## config.mk

```make
export PLATFORM = sky130hd
export DESIGN_NAME = reg_cmd_generator
export DESIGN_NICKNAME = d
export VERILOG_FILES = /design/src/rtl/reg_cmd_generator.sv
export SDC_FILE = /design/constraint.sdc
export NUM_CORES = 1
export LEC_CHECK = 0
export ABC_AREA = 1
export CORE_MARGIN = 1
export CORE_UTILIZATION = 25
export CTS_BUF_LIST = sky130_fd_sc_hd__clkbuf_8
export CTS_CLUSTER_SIZE = 40
export DETAILED_ROUTE_END_ITERATION = 8
export GPL_TIMING_DRIVEN = 0
export PLACE_DENSITY = 0.44
export SKIP_LAST_GASP = 1
export SYNTH_ARGS = -nofsm -noshare
export SYNTH_HDL_FRONTEND = slang
export SYNTH_SLANG_ARGS = --single-unit
```

## constraint.sdc

```tcl
create_clock -name clk -period 11.11 [get_ports clk]
set_clock_uncertainty 0.2 [all_clocks]
set_input_delay 2.222 -clock clk [delete_from_list [all_inputs] [get_ports clk]]
set_output_delay 2.222 -clock clk [all_outputs]
set_load 0.01 [all_outputs]
```

## src/rtl/reg_cmd_generator.sv

```systemverilog
// ---------------------------------------------------------------------------
// reg_cmd_generator
//
// Turns four raw push buttons into single-cycle command codes for the
// downstream register block. Each button is synchronised (two flops),
// debounced (a level change must persist DEBOUNCE_CYCLES synced cycles) and
// edge-detected on press. Simultaneous press edges are arbitrated
// CLR > LD > DEC > INC. INC and DEC auto-repeat while held: the first
// repeat comes REPEAT_DELAY cycles after the initial pulse, then one pulse
// every REPEAT_PERIOD cycles.
//
// Ports:
//   clk          system clock, rising edge
//   async_reset  active-high reset, asynchronous assert
//   btn_inc      raw increment button (active-high, asynchronous)
//   btn_dec      raw decrement button (active-high, asynchronous)
//   btn_ld       raw load button (active-high, asynchronous)
//   btn_clr      raw clear button (active-high, asynchronous)
//   ctrl         registered command code to the register block
//   cmd_valid    high exactly when ctrl != REG_CTRL_NONE
//
// The REG_CTRL_* parameters must match the encodings used by the register
// block.
// ---------------------------------------------------------------------------
module reg_cmd_generator #(
    parameter int DEBOUNCE_CYCLES = 4,
    parameter int REPEAT_DELAY    = 8,
    parameter int REPEAT_PERIOD   = 4,
    parameter int CNT_WIDTH       = 20,
    parameter int REG_CTRL_WIDTH  = 3,
    parameter logic [REG_CTRL_WIDTH-1:0] REG_CTRL_NONE = 3'd0,
    parameter logic [REG_CTRL_WIDTH-1:0] REG_CTRL_INC  = 3'd1,
    parameter logic [REG_CTRL_WIDTH-1:0] REG_CTRL_DEC  = 3'd2,
    parameter logic [REG_CTRL_WIDTH-1:0] REG_CTRL_LD   = 3'd3,
    parameter logic [REG_CTRL_WIDTH-1:0] REG_CTRL_CLR  = 3'd4
) (
    input  logic                      clk,
    input  logic                      async_reset,
    input  logic                      btn_inc,
    input  logic                      btn_dec,
    input  logic                      btn_ld,
    input  logic                      btn_clr,
    output logic [REG_CTRL_WIDTH-1:0] ctrl,
    output logic                      cmd_valid
);

    localparam logic [CNT_WIDTH-1:0] CNT_ONE   = CNT_WIDTH'(1);
    localparam logic [CNT_WIDTH-1:0] DB_LAST   = CNT_WIDTH'(DEBOUNCE_CYCLES - 1);
    localparam logic [CNT_WIDTH-1:0] REP_DELAY = CNT_WIDTH'(REPEAT_DELAY);
    localparam logic [CNT_WIDTH-1:0] REP_PER   = CNT_WIDTH'(REPEAT_PERIOD);

    // Button index: 0 = INC, 1 = DEC, 2 = LD, 3 = CLR.
    localparam int B_INC = 0;
    localparam int B_DEC = 1;
    localparam int B_LD  = 2;
    localparam int B_CLR = 3;

    logic [3:0] btn_raw;
    logic [3:0] db_lvl;

    assign btn_raw = {btn_clr, btn_ld, btn_dec, btn_inc};

    // -----------------------------------------------------------------------
    // Per-button synchroniser and debouncer
    // -----------------------------------------------------------------------
    genvar gi;
    generate
        for (gi = 0; gi < 4; gi++) begin : g_btn
            logic                 sync1_q;
            logic                 sync2_q;
            logic                 db_q;
            logic                 db_d;
            logic [CNT_WIDTH-1:0] cnt_q;
            logic [CNT_WIDTH-1:0] cnt_d;

            // The counter only runs while the synced level disagrees with the
            // accepted level; any agreeing cycle restarts the qualification.
            always_comb begin
                db_d  = db_q;
                cnt_d = '0;
                if (sync2_q != db_q) begin
                    if (cnt_q == DB_LAST) begin
                        db_d  = sync2_q;
                        cnt_d = '0;
                    end else begin
                        cnt_d = cnt_q + CNT_ONE;
                    end
                end
            end

            always_ff @(posedge clk or posedge async_reset) begin
                if (async_reset) begin
                    sync1_q <= 1'b0;
                    sync2_q <= 1'b0;
                    db_q    <= 1'b0;
                    cnt_q   <= '0;
                end else begin
                    sync1_q <= btn_raw[gi];
                    sync2_q <= sync1_q;
                    db_q    <= db_d;
                    cnt_q   <= cnt_d;
                end
            end

            assign db_lvl[gi] = db_q;
        end
    endgenerate

    // -----------------------------------------------------------------------
    // Press-edge detection
    // -----------------------------------------------------------------------
    logic [3:0] db_prev_q;
    logic [3:0] press;

    assign press = db_lvl & ~db_prev_q;

    // -----------------------------------------------------------------------
    // Arbitration, repeat FSM and command register
    // -----------------------------------------------------------------------
    typedef enum logic [1:0] {
        S_IDLE      = 2'd0,
        S_HOLD_WAIT = 2'd1,
        S_REPEAT    = 2'd2
    } state_t;

    state_t                    state_q;
    state_t                    state_d;
    logic [CNT_WIDTH-1:0]      rep_cnt_q;
    logic [CNT_WIDTH-1:0]      rep_cnt_d;
    logic                      rep_sel_q;    // 0 = INC, 1 = DEC
    logic                      rep_sel_d;
    logic [REG_CTRL_WIDTH-1:0] ctrl_q;
    logic [REG_CTRL_WIDTH-1:0] ctrl_d;
    logic                      cmd_valid_q;
    logic                      cmd_valid_d;
    logic                      rep_held;
    logic                      other_held;

    always_comb begin
        state_d     = state_q;
        rep_cnt_d   = rep_cnt_q;
        rep_sel_d   = rep_sel_q;
        ctrl_d      = REG_CTRL_NONE;
        cmd_valid_d = 1'b0;

        rep_held   = rep_sel_q ? db_lvl[B_DEC] : db_lvl[B_INC];
        other_held = db_lvl[B_LD] | db_lvl[B_CLR] |
                     (rep_sel_q ? db_lvl[B_INC] : db_lvl[B_DEC]);

        if (press[B_CLR]) begin
            ctrl_d      = REG_CTRL_CLR;
            cmd_valid_d = 1'b1;
            state_d     = S_IDLE;
        end else if (press[B_LD]) begin
            ctrl_d      = REG_CTRL_LD;
            cmd_valid_d = 1'b1;
            state_d     = S_IDLE;
        end else if (press[B_DEC] || press[B_INC]) begin
            ctrl_d      = press[B_DEC] ? REG_CTRL_DEC : REG_CTRL_INC;
            cmd_valid_d = 1'b1;
            if (state_q == S_IDLE) begin
                state_d   = S_HOLD_WAIT;
                rep_cnt_d = REP_DELAY;
                rep_sel_d = press[B_DEC];
            end else begin
                // Second INC/DEC button while repeating: one shot, no repeat.
                state_d = S_IDLE;
            end
        end else if (state_q != S_IDLE) begin
            if (!rep_held || other_held) begin
                state_d = S_IDLE;
            end else if (rep_cnt_q <= CNT_ONE) begin
                // Counter reaches zero on this cycle: issue and reload.
                ctrl_d      = rep_sel_q ? REG_CTRL_DEC : REG_CTRL_INC;
                cmd_valid_d = 1'b1;
                rep_cnt_d   = REP_PER;
                state_d     = S_REPEAT;
            end else begin
                rep_cnt_d = rep_cnt_q - CNT_ONE;
            end
        end
    end

    always_ff @(posedge clk or posedge async_reset) begin
        if (async_reset) begin
            db_prev_q   <= 4'b0000;
            state_q     <= S_IDLE;
            rep_cnt_q   <= '0;
            rep_sel_q   <= 1'b0;
            ctrl_q      <= REG_CTRL_NONE;
            cmd_valid_q <= 1'b0;
        end else begin
            db_prev_q   <= db_lvl;
            state_q     <= state_d;
            rep_cnt_q   <= rep_cnt_d;
            rep_sel_q   <= rep_sel_d;
            ctrl_q      <= ctrl_d;
            cmd_valid_q <= cmd_valid_d;
        end
    end

    assign ctrl      = ctrl_q;
    assign cmd_valid = cmd_valid_q;

endmodule
```

Yosys cells after proc, flatten, opt, wreduce, memory -nomap -nowiden
Index checks and enable logic that the tools add are counted.
- flip-flop bits (word level): 123
- bits of input ports: 6
- output and inout bits: 4
- logic and storage cells: 95
- add/sub/neg operators: 5
- order comparisons: 1
- equality and inequality tests: 10
- multiplexer cells: 36
- bitwise operators: 6
- reduce and logical (&&, ||, !) cells: 15
- operators with widths (cell ; count):
    2-to-1 mux 20 bit ; 13
    adder 20 x 1 -> 20 bit (second input constant) ; 4
    == test 20 x 2 -> 1 bit (second input constant) ; 4
    2-to-1 mux 2 bit ; 13
    less-or-equal comparator 20 x 1 -> 1 bit (second input constant) ; 1
    subtractor 20 x 1 -> 20 bit (second input constant) ; 1
    AND reduction 2 bit ; 5
    2-to-1 mux 1 bit ; 9
    AND reduction 5 bit ; 1
    nonzero test 5 bit ; 1
    bitwise AND 4 bit ; 1
    != test 1 bit ; 4
    inverter 4 bit ; 1
    AND reduction 4 bit ; 1
    nonzero test 2 bit ; 2
    nonzero test 4 bit ; 1
    2-to-1 mux 3 bit ; 1
    logical NOT 2 bit ; 1
    logical OR 1 bit ; 2
    != test 2 x 1 -> 1 bit (second input constant) ; 1
    != test 2 bit (second input constant) ; 1
    inverter 1 bit ; 2
    OR 1 bit ; 2
    logical NOT 1 bit ; 1

Longest topological paths before layout
Gate-level depths: netlist of the first run.
- depth in word-level cells: 8
- depth in mapped cells: 11
- mapped depth without buffers: 10

Worst setup path before layout of the first run
No wires, ideal clock.
- path kind: reg-to-output
- start: register cmd_valid_q (netlist: cmd_valid)
- end: output port cmd_valid
- data arrival time: 0.376 ns
- data required time: 8.688 ns
- setup slack: 8.312 ns
- stages on the path, launching flop included: 1
- path buffers: 0
- path through: dfrtp_1
- RTL lines (item ; line ; source):
    start, declared ; 134 ; logic cmd_valid_q;
    start signal, assigned ; 198 ; cmd_valid_q <= cmd_valid_d;
    end, declared ; 44 ; output logic cmd_valid
No word-level cell between the ends.

Final worst setup path of the first run
- start: register ctrl_q[1] (netlist: ctrl[1])
- end: output port ctrl[1]
- RTL lines (item ; line ; source):
    start, declared ; 132 ; logic [REG_CTRL_WIDTH-1:0] ctrl_q;
    start signal, assigned ; 197 ; ctrl_q <= ctrl_d;
    end, declared ; 43 ; output logic [REG_CTRL_WIDTH-1:0] ctrl,
No word-level cell between the ends.

==> results.toml, run 1 <==
[detailed_routing]
detail_route.drc_violations = 0
first_pass_iters = 5
vias = 5224
wl_per_cell_um = 11.8
drt-total-wl_mm = 14.6
antenna_nets_post_route = 0
post_drt_via_cell_ratio = 4.22
drtIter0Drc = 345

[clocking]
postCtsSetupRepairBufs = 0
cts.path.max_buffers = 2
insertion_delay_ps = 450
cts-buffers-inserted = 17
cts_max_level = 4
tritoncts = "done"
root_buffer = "sky130_fd_sc_hd__clkbuf_8"
cts.repair.resized = 0
clock_slew_at_the_register_clock_pins_of_the_worst_setup_and_hold_paths_ps = 80
numClockSinks = 123
cts-hold-fix-buffers = 0

[power_and_ir_drop]
leakage_nw = 3.49
totalPowerFinal_mw = 1.51
powerDensity_mw_per_mm2 = 199
peakVddDrop_uv = 82.8

[status]
run_status = "complete, no violations"

[sta]
timing.max_slew.rel_slack_pct = 69.1
post-route-min-period_ps = 3730
rsz0062_at_grt = "no"
final_hold_viol_count = 0
max_freq_ghz = 0.268
setup_viol = 0
finalSetupTns_ps = 0
max_slew.worst_pin.slew_ps = 463
timing_max_transition_violations_final = 0
final.period_utilization_pct = 33.6

[place]
place_hpwl_mm = 10.6
post_place_cells = 1206
placement.io_buffers = 9
routabilityCongestion = 0.815

[synth]
synth_common_cells = "198 x sky130_fd_sc_hd__nand2_1, 190 x sky130_fd_sc_hd__nor2_1, 123 x sky130_fd_sc_hd__dfrtp_1, 85 x sky130_fd_sc_hd__inv_1, 60 x sky130_fd_sc_hd__nand3_1"
synth.net_count = 873
yosys_register_bits = 123
synth.top_cells.by_area = "sky130_fd_sc_hd__dfrtp_1 46%, sky130_fd_sc_hd__nand2_1 11%, sky130_fd_sc_hd__nor2_1 11%, sky130_fd_sc_hd__xor2_1 7.1%, sky130_fd_sc_hd__inv_1 4.8%"
yosys.area.top_type_share_pct = 46.4
synth-edff-count = 0
yosys.area.top_type = "sky130_fd_sc_hd__dfrtp_1"
area_of_the_mapped_netlist_mm2 = 0.00664
seq_area_frac_synth_pct = 46.4
postSynthCellCount = 861
share_of_async_settable_or_async_resettable_flops_after_synthesis_pct = 100
syn-mean-instance-area_um2 = 7.71
synthMostInstantiatedCell = "sky130_fd_sc_hd__nand2_1"
synth_cell_type_count = 32
ys.warnings.count = 0
dominantRegCellSynth = "sky130_fd_sc_hd__dfrtp_1"

[job]
drv_cap = 0

[critical_path]
worstSetupPathType = "reg2out"
worst-endpoint-required_ps = 8690
cp-start-kind = "flop"
crit_path_max_fanout = 1
worst_ep_arrival_time_ps = 1310
critPathMaxStageDelay_ps = 530
worst_path_dominant_cell_family = "buffers and inverters"
buffers_inverters_on_critical_path = 1
crit_chain = "clkdlybuf4s50_1"
setup.worst_path.end_class = "output port"
cpMaxStageDelayCell = "sky130_fd_sc_hd__clkdlybuf4s50_1"

[layout]
final_nets = 902
final_layout_size_suffix_gt1_share_pct = 6.53
post-route-util_pct = 29.0
num_antenna_cells = 0
synthToLayoutAreaGrowth_pct = 13.9
finish.cell_count_without_fillers = 1238

[floorplan]
die-height_um = 165
fp-row-count = 59
die_width_um = 165
design.core.area_mm2 = 0.0261
design.die.area_mm2 = 0.0272
io_pins = 10
floorplan.initialDensity_pct = 25.5

[global_route]
grt_max_degree = 79
grt_antenna_before_repair = 0
first_global_vias = 5120
groute.usage.overall_pct = 11.9
grt_first_pass_wirelength_mm = 25.4
total_grt_overflow = 0

[hold_path]
hold_path_class = "reg2reg"
registers in the layout, summed over array words and instances (netlist names):
name	count
g_btn.db_q	4
state_q	2
rep_cnt_q	20
cmd_valid	1
rep_sel_q	1
db_prev_q	4
ctrl	3
g_btn.cnt_q	80
g_btn.sync2_q	4
g_btn.sync1_q	4
routing by layer:
layer | vias to the layer above | routed length, µm | global-route usage [%]
met5 | - | 0 | 0
met4 | 0 | 184 | 3.67
met3 | 15 | 352 | 2.64
met2 | 51 | 6500 | 18.4
met1 | 2392 | 7560 | 16.3
li1 | 2766 | - | -
kinds of logic (layout without fill, tap and decap cells):
group | count (synthesis) | in the layout | synth area share (%)
buffers and inverters | 103 | 145 | 6.15
adder cells (fa/ha/maj) | 6 | 6 | 1.13
XOR/XNOR | 74 | 74 | 9.77
AO/OA/AOI/OAI | 32 | 32 | 2.85
flip-flops | 123 | 123 | 46.4
AND/OR/NAND/NOR | 523 | 523 | 33.7
layout by cell type (no fill, tap or decap), drive strengths merged, types with 20 or more instances in the layout:
master  count
nand2     202
nor2      193
dfrtp     123
inv        92
nand3      60
xor2       54
nor3       25
clkbuf     23
nand4      22
o21ai      21
xnor2      20
worst paths after layout:
path | slack (ps) | depth (start not counted) | endpoint | startpoint
worst max-delay path | 7380 | 1 | ctrl[1] | ctrl[1]
worst min-delay path | 160 | 0 | g_btn[0].sync2_q | g_btn[0].sync1_q
worst max register to register | 8880 | 11 | rep_cnt_q[4] | rep_cnt_q[0]
worst min register to register | 160 | 0 | g_btn[0].sync2_q | g_btn[0].sync1_q
max in group asynchronous | 7990 | 3 | ctrl[0] | async_reset
min in group asynchronous | 1970 | 2 | g_btn[0].cnt_q[15] | async_reset
area by class of cell:
cell class / count / area [µm²]
sequential: 123 / 3080
clock buffer: 17 / 234
timing repair buffer: 10 / 118
inverter: 92 / 350
buffer: 11 / 62.6
fill: 2828 / 18500
tap: 335 / 419
clock inverter: 15 / 144
multi-input combinational: 635 / 3150
through the flow:
| stage | setup slack [ps] | hold WS, ps | area [µm²] |
|---|---|---|---|
| CTS | 7330 | 162 | 7550 |
| finish | 7380 | 158 | 7550 |
| floorplan | 5420 | 131 | 6640 |
| global route | 7320 | 163 | 7550 |
| detailed placement | 7460 | 143 | 7180 |
| global placement | 3200 | 136 | 7140 |
report_power, final:
part           internal (mW)  switching [mW]
Combinational          0.182           0.364
Sequential             0.512          0.0618
Clock                  0.181           0.205
(Power assumes the default switching activity.)
==> inputs of run 2 (changes only) <==
--- a/config.mk
+++ b/config.mk
@@ -12,7 +12,7 @@
 export CTS_CLUSTER_SIZE = 40
 export DETAILED_ROUTE_END_ITERATION = 8
 export GPL_TIMING_DRIVEN = 0
-export PLACE_DENSITY = 0.44
+export PLACE_DENSITY = 0.45
 export SKIP_LAST_GASP = 1
 export SYNTH_ARGS = -nofsm -noshare
 export SYNTH_HDL_FRONTEND = slang
==> constraint.sdc (replaced) <==
create_clock -name clk -period 3.07 [get_ports clk]
set_clock_uncertainty 0.2 [all_clocks]
set_input_delay 0.614 -clock clk [delete_from_list [all_inputs] [get_ports clk]]
set_output_delay 0.614 -clock clk [all_outputs]
set_load 0.01 [all_outputs]
==> run 2 against run 1 <==
  * Via count rose by 1.1%
  * Count of clock-buffer cells in the layout is 2 higher
  * Routed wire length is 1.1% higher
  * Final area hardly changed
  * First-iteration DRC count is 29% lower
  * Clock power grew to 3.4 times the previous value
  * Critical path type is now reg2reg
  * Largest cell class unchanged
==> results.toml, run 2 (synthesis gave the netlist of run 1 again) <==
[status]
run_status = "complete, no violations"

[layout]
largest_reg_flops = 80
largestRegisters = "g_btn.cnt_q x80, rep_cnt_q x20"
post-route-util_pct = 29.0
num_antenna_cells = 0
final_layout_size_suffix_gt1_share_pct = 6.31
layout.cells.most_common = "sky130_fd_sc_hd__nand2_1"
finish.cell_count_without_fillers = 1238
registers.top_by_ff_count = "g_btn.cnt_q"
final_nets = 904
synthToLayoutAreaGrowth_pct = 13.8
layout_common_cells = "198 x sky130_fd_sc_hd__nand2_1, 190 x sky130_fd_sc_hd__nor2_1, 123 x sky130_fd_sc_hd__dfrtp_1"

[detailed_routing]
wl_per_cell_um = 11.9
drtIter0Drc = 245
first_pass_iters = 4
antenna_nets_post_route = 0
drt-total-wl_mm = 14.8
vias = 5283
post_drt_via_cell_ratio = 4.27
detail_route.drc_violations = 0

[global_route]
groute.usage.overall_pct = 12.1
total_grt_overflow = 0
first_global_vias = 5384
grt_first_pass_wirelength_mm = 26.2
grt_max_degree = 41
grt_antenna_before_repair = 0

[clocking]
cts.path.max_buffers = 2
insertion_delay_ps = 440
cts-hold-fix-buffers = 0
root_buffer = "sky130_fd_sc_hd__clkbuf_8"
cts-buffers-inserted = 17
clock_slew_at_the_register_clock_pins_of_the_worst_setup_and_hold_paths_ps = 70
cts_max_level = 4
cts.repair.resized = 0
tritoncts = "done"
numClockSinks = 123
postCtsSetupRepairBufs = 0

[critical_path]
endpoint = "ctrl[1]"
crit_path_max_fanout = 7
cp-start-kind = "flop"
rrSetupSlack_ps = 870
setup.worst_path.end_class = "flop"
critical_path.reg2reg.startpoint = "rep_cnt_q[0]"
setup.worst_path.start = "rep_cnt_q[0]"
reg2reg_to = "ctrl[1]"
worstSetupPathType = "reg2reg"
r2r.worst_path.cells = 10
worst_ep_arrival_time_ps = 2330
worst-endpoint-required_ps = 3210

[floorplan]
design.die.area_mm2 = 0.0272
fp-row-count = 59
die-height_um = 165
design.core.area_mm2 = 0.0261
io_pins = 10
floorplan.initialDensity_pct = 25.5
die_width_um = 165

[place]
post_place_cells = 1208
place_hpwl_mm = 10.9
placement.io_buffers = 9
dpl_ws_ps = 668
routabilityCongestion = 0.808

[power_and_ir_drop]
powerDensity_mw_per_mm2 = 712
leakage_nw = 3.50
peakVddDrop_uv = 275

[sta]
post-route-min-period_ps = 2200
setup_viol = 0
hold_ws_ps = 149
rsz0062_at_grt = "no"
final.period_utilization_pct = 71.5
final_hold_viol_count = 0
worst_slack_ps = 875
timing.max_slew.rel_slack_pct = 63.4
timing_max_transition_violations_final = 0
finalSetupTns_ps = 0
max_slew.worst_pin.slew_ps = 548
max_freq_ghz = 0.456

[hold_path]
hold_path_class = "reg2reg"
min_delay_path_depth = 0

[job]
drv_cap = 0
-- run 2: cell count changes in the layout (fill, tap and decap cells not counted) --
cell                       delta
sky130_fd_sc_hd__inv_8        -1
sky130_fd_sc_hd__inv_6        -4
sky130_fd_sc_hd__clkinv_4     -5
sky130_fd_sc_hd__clkbuf_8     +2
sky130_fd_sc_hd__buf_16       -1
sky130_fd_sc_hd__inv_1        +2
sky130_fd_sc_hd__clkinv_2     +4
sky130_fd_sc_hd__buf_12       +3
-- run 2: stage by stage --
step,power [mW],area [µm²]
final,5.37,7550
after global routing,5.87,7550
after CTS,5.47,7550
after detailed placement,4.13,7210
after global placement,4.11,7150
after floorplan,3.58,6640
-- run 2: worst min path at each step --
stage                     start                to  slack, ps
2_1_floorplan  g_btn[0].sync1_q  g_btn[0].sync2_q        130
3_3_place_gp   g_btn[3].sync1_q  g_btn[3].sync2_q        130
3_5_place_dp   g_btn[3].sync1_q  g_btn[3].sync2_q        130
4_1_cts        g_btn[3].sync1_q  g_btn[3].sync2_q        150
5_1_grt        g_btn[1].sync1_q  g_btn[1].sync2_q        170
6_report       g_btn[3].sync1_q  g_btn[3].sync2_q        150
-- run 2: layer usage --
layer	global-route usage [%]	vias up	wire length (µm)
met2	19.5	40	6750
met4	4.13	0	183
met5	0	-	0
met1	16.0	2460	7510
li1	-	2770	-
met3	2.74	13	312
-- run 2: layout make-up --
| cell class | instances | area, µm² |
|---|---|---|
| clock inverters | 11 | 82.6 |
| repair buffers | 12 | 150 |
| clock buffers | 19 | 262 |
| multi-input cells | 635 | 3150 |
| plain buffers | 11 | 62.6 |
| well taps | 335 | 419 |
| inverters | 92 | 349 |
| flip-flops and latches | 123 | 3080 |
| fillers | 2841 | 18500 |
-- run 2: critical path: stages, from the launching register on --
cell and delay (ps):
sky130_fd_sc_hd__dfrtp_1 400, sky130_fd_sc_hd__inv_1 130, sky130_fd_sc_hd__ha_1 160, sky130_fd_sc_hd__clkbuf_1 300, sky130_fd_sc_hd__o21a_1 150, sky130_fd_sc_hd__nand2_1 40
sky130_fd_sc_hd__nor2_1 240, sky130_fd_sc_hd__nand2_1 140, sky130_fd_sc_hd__nand2_1 80, sky130_fd_sc_hd__nand2_1 50, sky130_fd_sc_hd__a21oi_1 210
-- run 2: where the power goes --
part | internal, mW | leakage [nW] | switching, mW | total, mW
Combinational | 0.664 | 1.65 | 1.33 | 2.00
Clock | 0.657 | 0.191 | 0.648 | 1.31
Sequential | 1.85 | 1.66 | 0.219 | 2.07
Total | 3.17 | 3.50 | 2.20 | 5.37
==> inputs of run 3 (changes only) <==
--- a/config.mk
+++ b/config.mk
@@ -12,7 +12,7 @@
 export CTS_CLUSTER_SIZE = 40
 export DETAILED_ROUTE_END_ITERATION = 8
 export GPL_TIMING_DRIVEN = 0
-export PLACE_DENSITY = 0.45
+export PLACE_DENSITY = 0.44
 export SKIP_LAST_GASP = 1
 export SYNTH_ARGS = -nofsm -noshare
 export SYNTH_HDL_FRONTEND = slang
==> constraint.sdc (replaced) <==
create_clock -name clk -period 2.2 [get_ports clk]
set_clock_uncertainty 0.2 [all_clocks]
set_input_delay 0.44 -clock clk [delete_from_list [all_inputs] [get_ports clk]]
set_output_delay 0.44 -clock clk [all_outputs]
set_load 0.01 [all_outputs]
==> run 3 against run 2 <==
  * Cell count about the same
  * Via count down 0.64%
  * Flip-flop and latch count unchanged
==> results.toml, run 3 (synthesis gave the netlist of run 1 again) <==
[critical_path]
rrSetupSlack_ps = 220
cpMaxStageDelayCell = "sky130_fd_sc_hd__dfrtp_1"
cp-start-kind = "flop"
worst-endpoint-required_ps = 2320
worstSetupPathType = "reg2reg"
crit_path_max_fanout = 10
worst_ep_arrival_time_ps = 2100
crit_chain = "inv_1 -> ha_2 -> nand2_1 -> inv_1 -> nand3_1 -> o21ai_2 -> buf_4 -> nor2_1 -> nand3_1 -> nand2_1"
worst_path_dominant_cell_family = "buffers and inverters"
critPathMaxStageDelay_ps = 400
setup.worst_path.end_class = "flop"
buffers_inverters_on_critical_path = 3

[place]
routabilityCongestion = 0.825
placement.io_buffers = 9
place_hpwl_mm = 11.0
dpl_ws_ps = 4.14

[sta]
worst_slack_ps = 221
final_hold_viol_count = 0
timing.max_slew.rel_slack_pct = 47.6
max_slew.worst_pin.slew_ps = 784
rsz0062_at_grt = "no"
post-route-min-period_ps = 1980
max_freq_ghz = 0.505
setup_viol = 0
final.period_utilization_pct = 90.0
timing_max_transition_violations_final = 0
hold_ws_ps = 154

[clocking]
postCtsSetupRepairBufs = 0
cts-hold-fix-buffers = 0
cts_max_level = 4
cts.path.max_buffers = 2
clock_slew_at_the_register_clock_pins_of_the_worst_setup_and_hold_paths_ps = 80
root_buffer = "sky130_fd_sc_hd__clkbuf_8"
insertion_delay_ps = 450
tritoncts = "done"
cts-buffers-inserted = 17
numClockSinks = 123
cts.repair.resized = 0

[layout]
largestRegisters = "g_btn.cnt_q x80, rep_cnt_q x20"
num_antenna_cells = 0
register_area_mm2 = 0.00308
post-route-util_pct = 29.2
final_layout_size_suffix_gt1_share_pct = 6.75
layout.cells.most_common = "sky130_fd_sc_hd__nand2_1"
largest_reg_flops = 80
final.fill_count = 2834
layout_common_cells = "198 x sky130_fd_sc_hd__nand2_1, 190 x sky130_fd_sc_hd__nor2_1, 123 x sky130_fd_sc_hd__dfrtp_1"
final_nets = 903
synthToLayoutAreaGrowth_pct = 14.7
registers.top_by_ff_count = "g_btn.cnt_q"
multi_input_area_mm2 = 0.00316

[floorplan]
io_pins = 10
design.core.area_mm2 = 0.0261
floorplan.initialDensity_pct = 25.5
design.die.area_mm2 = 0.0272
die-height_um = 165
fp-row-count = 59
die_width_um = 165

[power_and_ir_drop]
totalPowerFinal_mw = 7.68
leakage_nw = 3.51
peakVddDrop_uv = 375
powerDensity_mw_per_mm2 = 1010

[detailed_routing]
drt-total-wl_mm = 14.6
vias = 5249
detail_route.drc_violations = 0
first_pass_iters = 5
post_drt_via_cell_ratio = 4.24
drtIter0Drc = 373
wl_per_cell_um = 11.8
antenna_nets_post_route = 0

[status]
run_status = "complete, no violations"

[global_route]
first_global_vias = 5153
grt_first_pass_wirelength_mm = 25.3
grt_antenna_before_repair = 0
total_grt_overflow = 0
grt_max_degree = 37
groute.usage.overall_pct = 11.8

[job]
drv_cap = 0

[hold_path]
hold_path_class = "reg2reg"
[run 3: power by group]
part	switching [mW]	internal, mW
combinational	1.83	0.931
clock	0.987	1.04
sequential	0.311	2.58
[run 3: cell type report]
cell class / count / area share (%)
inverters: 92 / 4.59
clock inverters: 14 / 1.94
well taps: 335 / 5.51
clock buffers: 18 / 3.26
multi-input cells: 635 / 41.5
flip-flops and latches: 123 / 40.5
plain buffers: 10 / 0.773
repair buffers: 12 / 1.97
[run 3: metrics by stage]
step	TNS [ps]	instance area [µm²]	cells
after global placement	-164230	7150	1205
after global routing	0	7610	1239
final	0	7610	1239
after floorplan	0	6640	861
after detailed placement	0	7210	1208
after CTS	0	7600	1239
[run 3: per-layer routing]
layer	wire [µm]	global-route usage (%)	vias up	part of all wire, %
met4	156	3.63	0	1.1
met3	310	2.89	13	2.1
met5	0	0	-	0
li1	-	-	2765	-
met2	6600	18.6	53	45
met1	7520	16.0	2418	52
[run 3: path summary, 6_finish.rpt]
path,startpoint,to,cells after the start
max,rep_cnt_q[0],rep_cnt_q[4],10
min,g_btn[3].sync1_q,g_btn[3].sync2_q,0
max reg2reg,rep_cnt_q[0],rep_cnt_q[4],10
min reg2reg,g_btn[3].sync1_q,g_btn[3].sync2_q,0
max in group asynchronous,async_reset,g_btn[3].cnt_q[17],4
min in group asynchronous,async_reset,g_btn[0].cnt_q[19],2
[run 3: worst reg2reg max path: cells and delay by family (launching register included)]
| family | cells | cell delay (ps) |
|---|---|---|
| compound gates | 1 | 140 |
| simple gates | 5 | 390 |
| flops | 1 | 400 |
| buf+inv | 3 | 460 |
| fa+ha+maj | 1 | 280 |
